[config.mk]
export PLATFORM = sky130hd
export DESIGN_NAME = grid_clear_ctrl_flat
export DESIGN_NICKNAME = d
export VERILOG_FILES = /design/src/rtl/grid_clear_ctrl_pkg.sv /design/src/rtl/grid_clear_ctrl_if.sv /design/src/rtl/grid_addr_gen.sv /design/src/rtl/grid_clear_ctrl.sv /design/src/flat_wrapper.sv
export SDC_FILE = /design/constraint.sdc
export NUM_CORES = 1
export LEC_CHECK = 0
export ABC_AREA = 0
export BUFFER_PORTS_ARGS = -buffer_cell sky130_fd_sc_hd__buf_2
export CORE_ASPECT_RATIO = 0.5
export CORE_MARGIN = 4
export CORE_UTILIZATION = 45
export DETAILED_ROUTE_END_ITERATION = 16
export GPL_TIMING_DRIVEN = 0
export PLACE_DENSITY_LB_ADDON = 0.1
export SKIP_LAST_GASP = 1
export SLEW_MARGIN = 10
export SYNTH_ARGS = -nofsm -noshare
export SYNTH_HDL_FRONTEND = slang
export SYNTH_SLANG_ARGS = --single-unit
[constraint.sdc]
create_clock -name clk -period 3.2 [get_ports clk]
set_input_delay 0.96 -clock clk [delete_from_list [all_inputs] [get_ports clk]]
set_output_delay 0.96 -clock clk [all_outputs]
set_load 0.02 [all_outputs]
[src/rtl/grid_clear_ctrl_pkg.sv]
// Shared types and constants for the grid line-clear controller.
// The score table is only referenced when GRID_CLEAR_SCORE_EN is defined.
package grid_clear_ctrl_pkg;

  localparam int GRID_ROWS_DEF = 20;
  localparam int GRID_COLS_DEF = 10;

  typedef enum logic [2:0] {
    IDLE,
    SCAN,
    SHIFT_RD,
    SHIFT_WR,
    CLR_TOP,
    DONE
  } state_t;

  localparam logic [31:0] PTS_0 = 32'd0;
  localparam logic [31:0] PTS_1 = 32'd40;
  localparam logic [31:0] PTS_2 = 32'd100;
  localparam logic [31:0] PTS_3 = 32'd300;
  localparam logic [31:0] PTS_4 = 32'd1200;

  function automatic logic [31:0] line_points(input logic [4:0] n);
    case (n)
      5'd0:    line_points = PTS_0;
      5'd1:    line_points = PTS_1;
      5'd2:    line_points = PTS_2;
      5'd3:    line_points = PTS_3;
      default: line_points = PTS_4;
    endcase
  endfunction

endpackage

[src/rtl/grid_clear_ctrl_if.sv]
// Single-port grid RAM bus: the controller is master, the RAM is slave.
interface grid_clear_ctrl_if #(
  parameter int ADDRESS_WIDTH = 12,
  parameter int DATA_WIDTH    = 32
) ();
  logic [ADDRESS_WIDTH-1:0] mem_addr;
  logic                     mem_wEn;
  logic [DATA_WIDTH-1:0]    mem_dataIn;
  logic [DATA_WIDTH-1:0]    mem_dataOut;

  modport master (output mem_addr, output mem_wEn, output mem_dataIn, input mem_dataOut);
  modport slave  (input mem_addr, input mem_wEn, input mem_dataIn, output mem_dataOut);
endinterface

[src/rtl/grid_addr_gen.sv]
// Maps a (row, col) cell coordinate to its grid RAM word address.
module grid_addr_gen #(
  parameter int ADDRESS_WIDTH = 12,
  parameter int GRID_COLS     = 10,
  parameter int BASE_ADDR     = 0,
  parameter int RW            = 5,
  parameter int CW            = 4
) (
  input  logic [RW-1:0]            row,
  input  logic [CW-1:0]            col,
  output logic [ADDRESS_WIDTH-1:0] addr
);

  assign addr = ADDRESS_WIDTH'(BASE_ADDR)
              + ADDRESS_WIDTH'(row) * ADDRESS_WIDTH'(GRID_COLS)
              + ADDRESS_WIDTH'(col);

endmodule

[src/rtl/grid_clear_ctrl.sv]
// Scans the grid bottom-up, removes full rows by shifting everything above down one row.
// Define GRID_CLEAR_SCORE_EN to build the score accumulator; otherwise score is tied to 0.
//
// state    | meaning
// IDLE     | waiting for start, RAM port released
// SCAN     | reading the current row one cell per cycle, looking for a zero cell
// SHIFT_RD | reading cell (dst-1, c)
// SHIFT_WR | writing that value to (dst, c)
// CLR_TOP  | writing zeros across row 0
// DONE     | one-cycle completion pulse
module grid_clear_ctrl
  import grid_clear_ctrl_pkg::*;
#(
  parameter int GRID_ROWS     = GRID_ROWS_DEF,
  parameter int GRID_COLS     = GRID_COLS_DEF,
  parameter int BASE_ADDR     = 0,
  parameter int ADDRESS_WIDTH = 12,
  parameter int DATA_WIDTH    = 32
) (
  input  logic                clk,
  input  logic                reset_n,
  input  logic                start,
  output logic                busy,
  output logic                done,
  output logic [4:0]          lines_cleared,
  output logic [31:0]         score,
  grid_clear_ctrl_if.master   mem
);

  localparam int RW = (GRID_ROWS > 1) ? $clog2(GRID_ROWS) : 1;
  localparam int CW = (GRID_COLS > 1) ? $clog2(GRID_COLS) : 1;
  localparam logic [RW-1:0] ROW_LAST = RW'(GRID_ROWS - 1);
  localparam logic [CW-1:0] COL_LAST = CW'(GRID_COLS - 1);

  state_t          state;
  logic [RW-1:0]   row, dst, a_row;
  logic [CW-1:0]   a_col, chk;
  logic            pend;
  logic [4:0]      cnt;
  logic [ADDRESS_WIDTH-1:0] addr_w;

  // a_row/a_col always name the cell on the bus, so the address stays in range
  grid_addr_gen #(
    .ADDRESS_WIDTH(ADDRESS_WIDTH), .GRID_COLS(GRID_COLS), .BASE_ADDR(BASE_ADDR),
    .RW(RW), .CW(CW)
  ) u_addr (
    .row (a_row),
    .col (a_col),
    .addr(addr_w)
  );

  assign mem.mem_addr   = addr_w;
  assign mem.mem_wEn    = (state == SHIFT_WR) || (state == CLR_TOP);
  assign mem.mem_dataIn = (state == SHIFT_WR) ? mem.mem_dataOut : '0;
  assign busy           = (state != IDLE);

  always_ff @(posedge clk or negedge reset_n) begin
    if (!reset_n) begin
      state         <= IDLE;
      row           <= '0;
      dst           <= '0;
      a_row         <= '0;
      a_col         <= '0;
      chk           <= '0;
      pend          <= 1'b0;
      cnt           <= '0;
      done          <= 1'b0;
      lines_cleared <= '0;
    end else begin
      done <= 1'b0;
      case (state)
        IDLE: begin
          if (start) begin
            state <= SCAN;
            row   <= ROW_LAST;
            a_row <= ROW_LAST;
            a_col <= '0;
            chk   <= '0;
            pend  <= 1'b0;
            cnt   <= '0;
          end
        end
        SCAN: begin
          // pend=0 on the first cycle of a row: the column-0 read is still in flight
          if (!pend) begin
            pend <= 1'b1;
            if (a_col != COL_LAST) a_col <= a_col + 1'b1;
          end else if (mem.mem_dataOut == '0) begin
            if (row == '0) begin
              state         <= DONE;
              done          <= 1'b1;
              lines_cleared <= cnt;
              a_row         <= '0;
              a_col         <= '0;
            end else begin
              row   <= row - 1'b1;
              a_row <= row - 1'b1;
              a_col <= '0;
              chk   <= '0;
              pend  <= 1'b0;
            end
          end else if (chk == COL_LAST) begin
            cnt   <= cnt + 5'd1;
            dst   <= row;
            a_col <= '0;
            if (row == '0) begin
              state <= CLR_TOP;
              a_row <= '0;
            end else begin
              state <= SHIFT_RD;
              a_row <= row - 1'b1;
            end
          end else begin
            chk <= chk + 1'b1;
            if (a_col != COL_LAST) a_col <= a_col + 1'b1;
          end
        end
        SHIFT_RD: begin
          state <= SHIFT_WR;
          a_row <= dst;
        end
        SHIFT_WR: begin
          if (a_col != COL_LAST) begin
            state <= SHIFT_RD;
            a_row <= dst - 1'b1;
            a_col <= a_col + 1'b1;
          end else if (dst == RW'(1)) begin
            state <= CLR_TOP;
            a_row <= '0;
            a_col <= '0;
          end else begin
            state <= SHIFT_RD;
            dst   <= dst - 1'b1;
            a_row <= dst - RW'(2);
            a_col <= '0;
          end
        end
        CLR_TOP: begin
          // rescan the same row index: it now holds what used to be above it
          if (a_col == COL_LAST) begin
            state <= SCAN;
            a_row <= row;
            a_col <= '0;
            chk   <= '0;
            pend  <= 1'b0;
          end else begin
            a_col <= a_col + 1'b1;
          end
        end
        DONE:    state <= IDLE;
        default: state <= IDLE;
      endcase
    end
  end

`ifdef GRID_CLEAR_SCORE_EN
  always_ff @(posedge clk or negedge reset_n) begin
    if (!reset_n) begin
      score <= '0;
    end else if (state == DONE) begin
      score <= score + line_points(cnt);
    end
  end
`else
  assign score = '0;
`endif

endmodule

[src/flat_wrapper.sv]
// flat-port wrapper written by rule: the top's interface ports become plain ports
module grid_clear_ctrl_flat import grid_clear_ctrl_pkg::*;
#(
  parameter int GRID_ROWS     = GRID_ROWS_DEF,
  parameter int GRID_COLS     = GRID_COLS_DEF,
  parameter int BASE_ADDR     = 0,
  parameter int ADDRESS_WIDTH = 12,
  parameter int DATA_WIDTH    = 32
)
  (clk, reset_n, start, busy, done, lines_cleared, score, mem_mem_addr, mem_mem_wEn, mem_mem_dataIn, mem_mem_dataOut);
  grid_clear_ctrl_if #(.ADDRESS_WIDTH(ADDRESS_WIDTH), .DATA_WIDTH(DATA_WIDTH)) mem_i ();
  input  logic clk;
  input  logic reset_n;
  input  logic start;
  output logic busy;
  output logic done;
  output logic [4:0] lines_cleared;
  output logic [31:0] score;
  output wire logic [$bits(mem_i.mem_addr)-1:0] mem_mem_addr;
  output wire logic [$bits(mem_i.mem_wEn)-1:0] mem_mem_wEn;
  output wire logic [$bits(mem_i.mem_dataIn)-1:0] mem_mem_dataIn;
  input wire logic [$bits(mem_i.mem_dataOut)-1:0] mem_mem_dataOut;
  assign mem_mem_addr = mem_i.mem_addr;
  assign mem_mem_wEn = mem_i.mem_wEn;
  assign mem_mem_dataIn = mem_i.mem_dataIn;
  assign mem_i.mem_dataOut = mem_mem_dataOut;
  grid_clear_ctrl #(.GRID_ROWS(GRID_ROWS), .GRID_COLS(GRID_COLS), .BASE_ADDR(BASE_ADDR), .ADDRESS_WIDTH(ADDRESS_WIDTH), .DATA_WIDTH(DATA_WIDTH)) u_core (.clk(clk), .reset_n(reset_n), .start(start), .busy(busy), .done(done), .lines_cleared(lines_cleared), .score(score), .mem(mem_i));
endmodule
==> run metrics <==
vias post-DR=~3,200; vias in the first global route=about 2,800; CP Depth=8; post-synthesis compound-gate area fraction=about 18%; Leakage=approximately 2.2 nW; antenna cells=0; violated checks=setup timing; die area=slightly below 9000 um^2; Hold Fails Final Rpt=0; top-count cell post-synth=dfrtp_1; CP bufs+invs=1; Final nets=between 500 and 600; max cap viols=0; Placed Area=between 4000 and 5000 um^2; GRT Total Usage=about a fifth; Largest stage delay, worst path=approximately 430 ps; WS Path Type=flip-flop to primary output; cts bufs inserted=5; crit path to=mem_mem_addr[7]; final WL=8830 um; fin crit period=about 3400 ps; leading post-synthesis cells by cell area=dfrtp_1 28%, buf_4 8.1%, ha_1 7.5%; Synth Flop Type=dfrtp_1; H-tree lvl count=2; asr flop ratio synth=between 90% and 100%; Ports=119; vias per cell=5.16; core area=6940 um^2; layout cell share with drive strength beyond 1=between 30% and 40%; final core utilization=between 60 and 70%; simple-gate share of the synthesized area=between 20% and 30%; post-synth cell types=61; Starting Density=48.2%; Synthesis Warnings=0; FF-to-FF End=u_core.a_row[0]; Top Family by Delay on Critical Path=adder cells; worst reg2reg startpoint=u_core.row[0]; largest net degree at the start of global routing=39; crit-path cells=ha_1 > ha_2 > fa_2 > nor2b_4 > nor2_2 > or3b_4 > xnor2_4 > buf_6; Worst Reg-to-Reg Cells=9; final worst-path cycle share=106%; # port buffers=83; hold_buf cts=0; Seq/Total Area, Yosys=~28%; clock-pin transition on the worst setup and hold timing paths=~60 ps; pwr dens=~910 nW/um^2; grt ovf=0; area grow syn2layout=28.7%; WP data arrival=between 2000 and 2500 ps; f_max=295 MHz; Setup Skew=approximately 6.6 ps; CP Capture Type=primary output; worst vdd ir=0.460 mV; WL/cell=approximately 14 um; Worst EP required=about 2200 ps; Cell Area, Synth=roughly 3300 um^2; crit path launch=u_core.a_row[1]; DR DRC count=0; actual slew at the worst max-slew pin=slightly below 900 ps; antenna violations before repair=0; Gate Count Post-Synth=between 300 and 400; post-DP HPWL=slightly below 7000 um; drt pass-1 iters=4; Seq cells post-synth=38; first-pass GRT wire length=around 14,000 um; # clock sinks=38; setup TNS=-191 ps; Worst setup SP type=flip-flop; Post-Synth XOR/XNOR Area=roughly 2.9%; multiplexer share of the synthesized area=between 4 and 5%; post-synth top area share=between 20 and 30%; main combinational cell family by area after synthesis=simple AND/OR/NAND/NOR gates; endpoints failing setup=1; CTS tree=yes; initial drt markers=180; Die H=between 60 and 70 um; GPL Wtd Cong=0.868; Post-synth EDFFs=0; CTS max path bufs=2; Max stage delay cell, worst path=or3b_4; Synth area leader=dfrtp_1; Tot Pwr=approximately 4 mW; final instance area=4300 um^2; max_slew headroom=between 40% and 50%; chip width=about 130 um; clk_lat worst skew=roughly 290 ps; Detail Route Antenna Nets=0; Final Slew Violations=0; Synth Area per Inst=8.54 um^2; status=finished, violations left; setup ws final=-191 ps; most instantiated cells after synthesis=38 x dfrtp_1, 36 x buf_4, 35 x and2_1, 22 x a21oi_1; peak fanout along the critical path=3; row cnt=21; min-delay worst type=flip-flop to flip-flop; register-to-register setup slack=720 ps; clock root cell=clkbuf_16; RSZ-0062 raised after global routing=yes; Adder-Cell Fraction of Synth Area=around 8.7%
layout by cell type (no fill, tap or decap), types with 4 or more instances in the layout:
master and count:
ha_1 18, xnor2_1 7, o21a_1 4, o22ai_1 14, and3_1 5, nor2_2 5
nand4_1 4, a21o_1 7, dfrtp_1 37, a31oi_1 6, nor2_1 15, clkbuf_2 5
nor3_1 9, clkbuf_16 5, nor2b_1 5, buf_4 41, nand2_1 19, a22oi_1 5
o21ai_0 20, mux2_2 7, and2_1 35, nand3_1 8, buf_2 88, a21oi_1 21
conb_1 35, inv_1 18, nor4_2 5, nor4_1 4, clkbuf_1 9, or3_1 4
metrics by stage:
step	setup slack (ps)	hold slack, ps	cells
finish	-191	489	612
global route	-257	519	612
CTS	-196	489	610
detailed placement	-188	475	600
global placement	-155	470	600
floorplan	9.68	450	425
worst min-delay path by stage:
stage / from / to / slack (ps) / cells after the start
4_1_cts: u_core.dst[1] / u_core.dst[1] / 490 / 2
2_1_floorplan: u_core.dst[1] / u_core.dst[1] / 450 / 2
3_5_place_dp: u_core.dst[1] / u_core.dst[1] / 480 / 2
6_report: u_core.dst[1] / u_core.dst[1] / 490 / 2
3_3_place_gp: u_core.dst[1] / u_core.dst[1] / 470 / 2
5_1_grt: u_core.dst[1] / u_core.dst[1] / 520 / 2
cell type report:
| type | instances | area (um^2) |
|---|---|---|
| Multi-Input combinational cell | 311 | 2140 |
| Clock buffer | 5 | 125 |
| Clock inverter | 3 | 68.8 |
| Sequential cell | 38 | 952 |
| Inverter | 18 | 67.6 |
| Tap cell | 92 | 115 |
| Timing Repair Buffer | 87 | 454 |
| Buffer | 58 | 375 |
| Fill cell | 639 | 2640 |
tightest hold or removal path, stage by stage (launching register included):
cell     delay [ps]
dfrtp_1         340
nand2_1          40
o21ai_0          70
cells by family after synthesis:
logic type / after synthesis
xor gates and xnor gates: 11
muxes: 13
AOI/OAI and AO/OA: 96
other: 1
adders and majority gates: 22
buffers and inverters: 76
and+or+nand+nor: 134
DFF: 38
power breakdown:
part / internal (mW) / switching, mW
clock: 0.448 / 0.206
sequential: 0.611 / 0.113
combinational: 1.07 / 1.47
repair_timing:
action                     CTS  global route
pin swaps                    3             3
setup endpoints to repair   33            33
resized for setup            9            12
setup buffers                2             2
per-layer routing:
metal  vias up  part of all wire (%)  track usage (%)
li1       1573                     -                -
met1      1441                    43             25.1
met2       134                    47             33.5
met3        12                   9.0             5.54
met4         0                   1.3             5.44
met5         -                     0                0
sequential cells by signal, indices dropped and copies added, names as in the netlist:
signal / count
u_core.chk: 4
u_core.state: 3
u_core.cnt: 5
u_core.row: 5
u_core.dst: 5
u_core.done: 1
u_core.lines_cleared: 5
u_core.pend: 1
u_core.a_col: 4
u_core.a_row: 5
(Power assumes the default switching activity.)
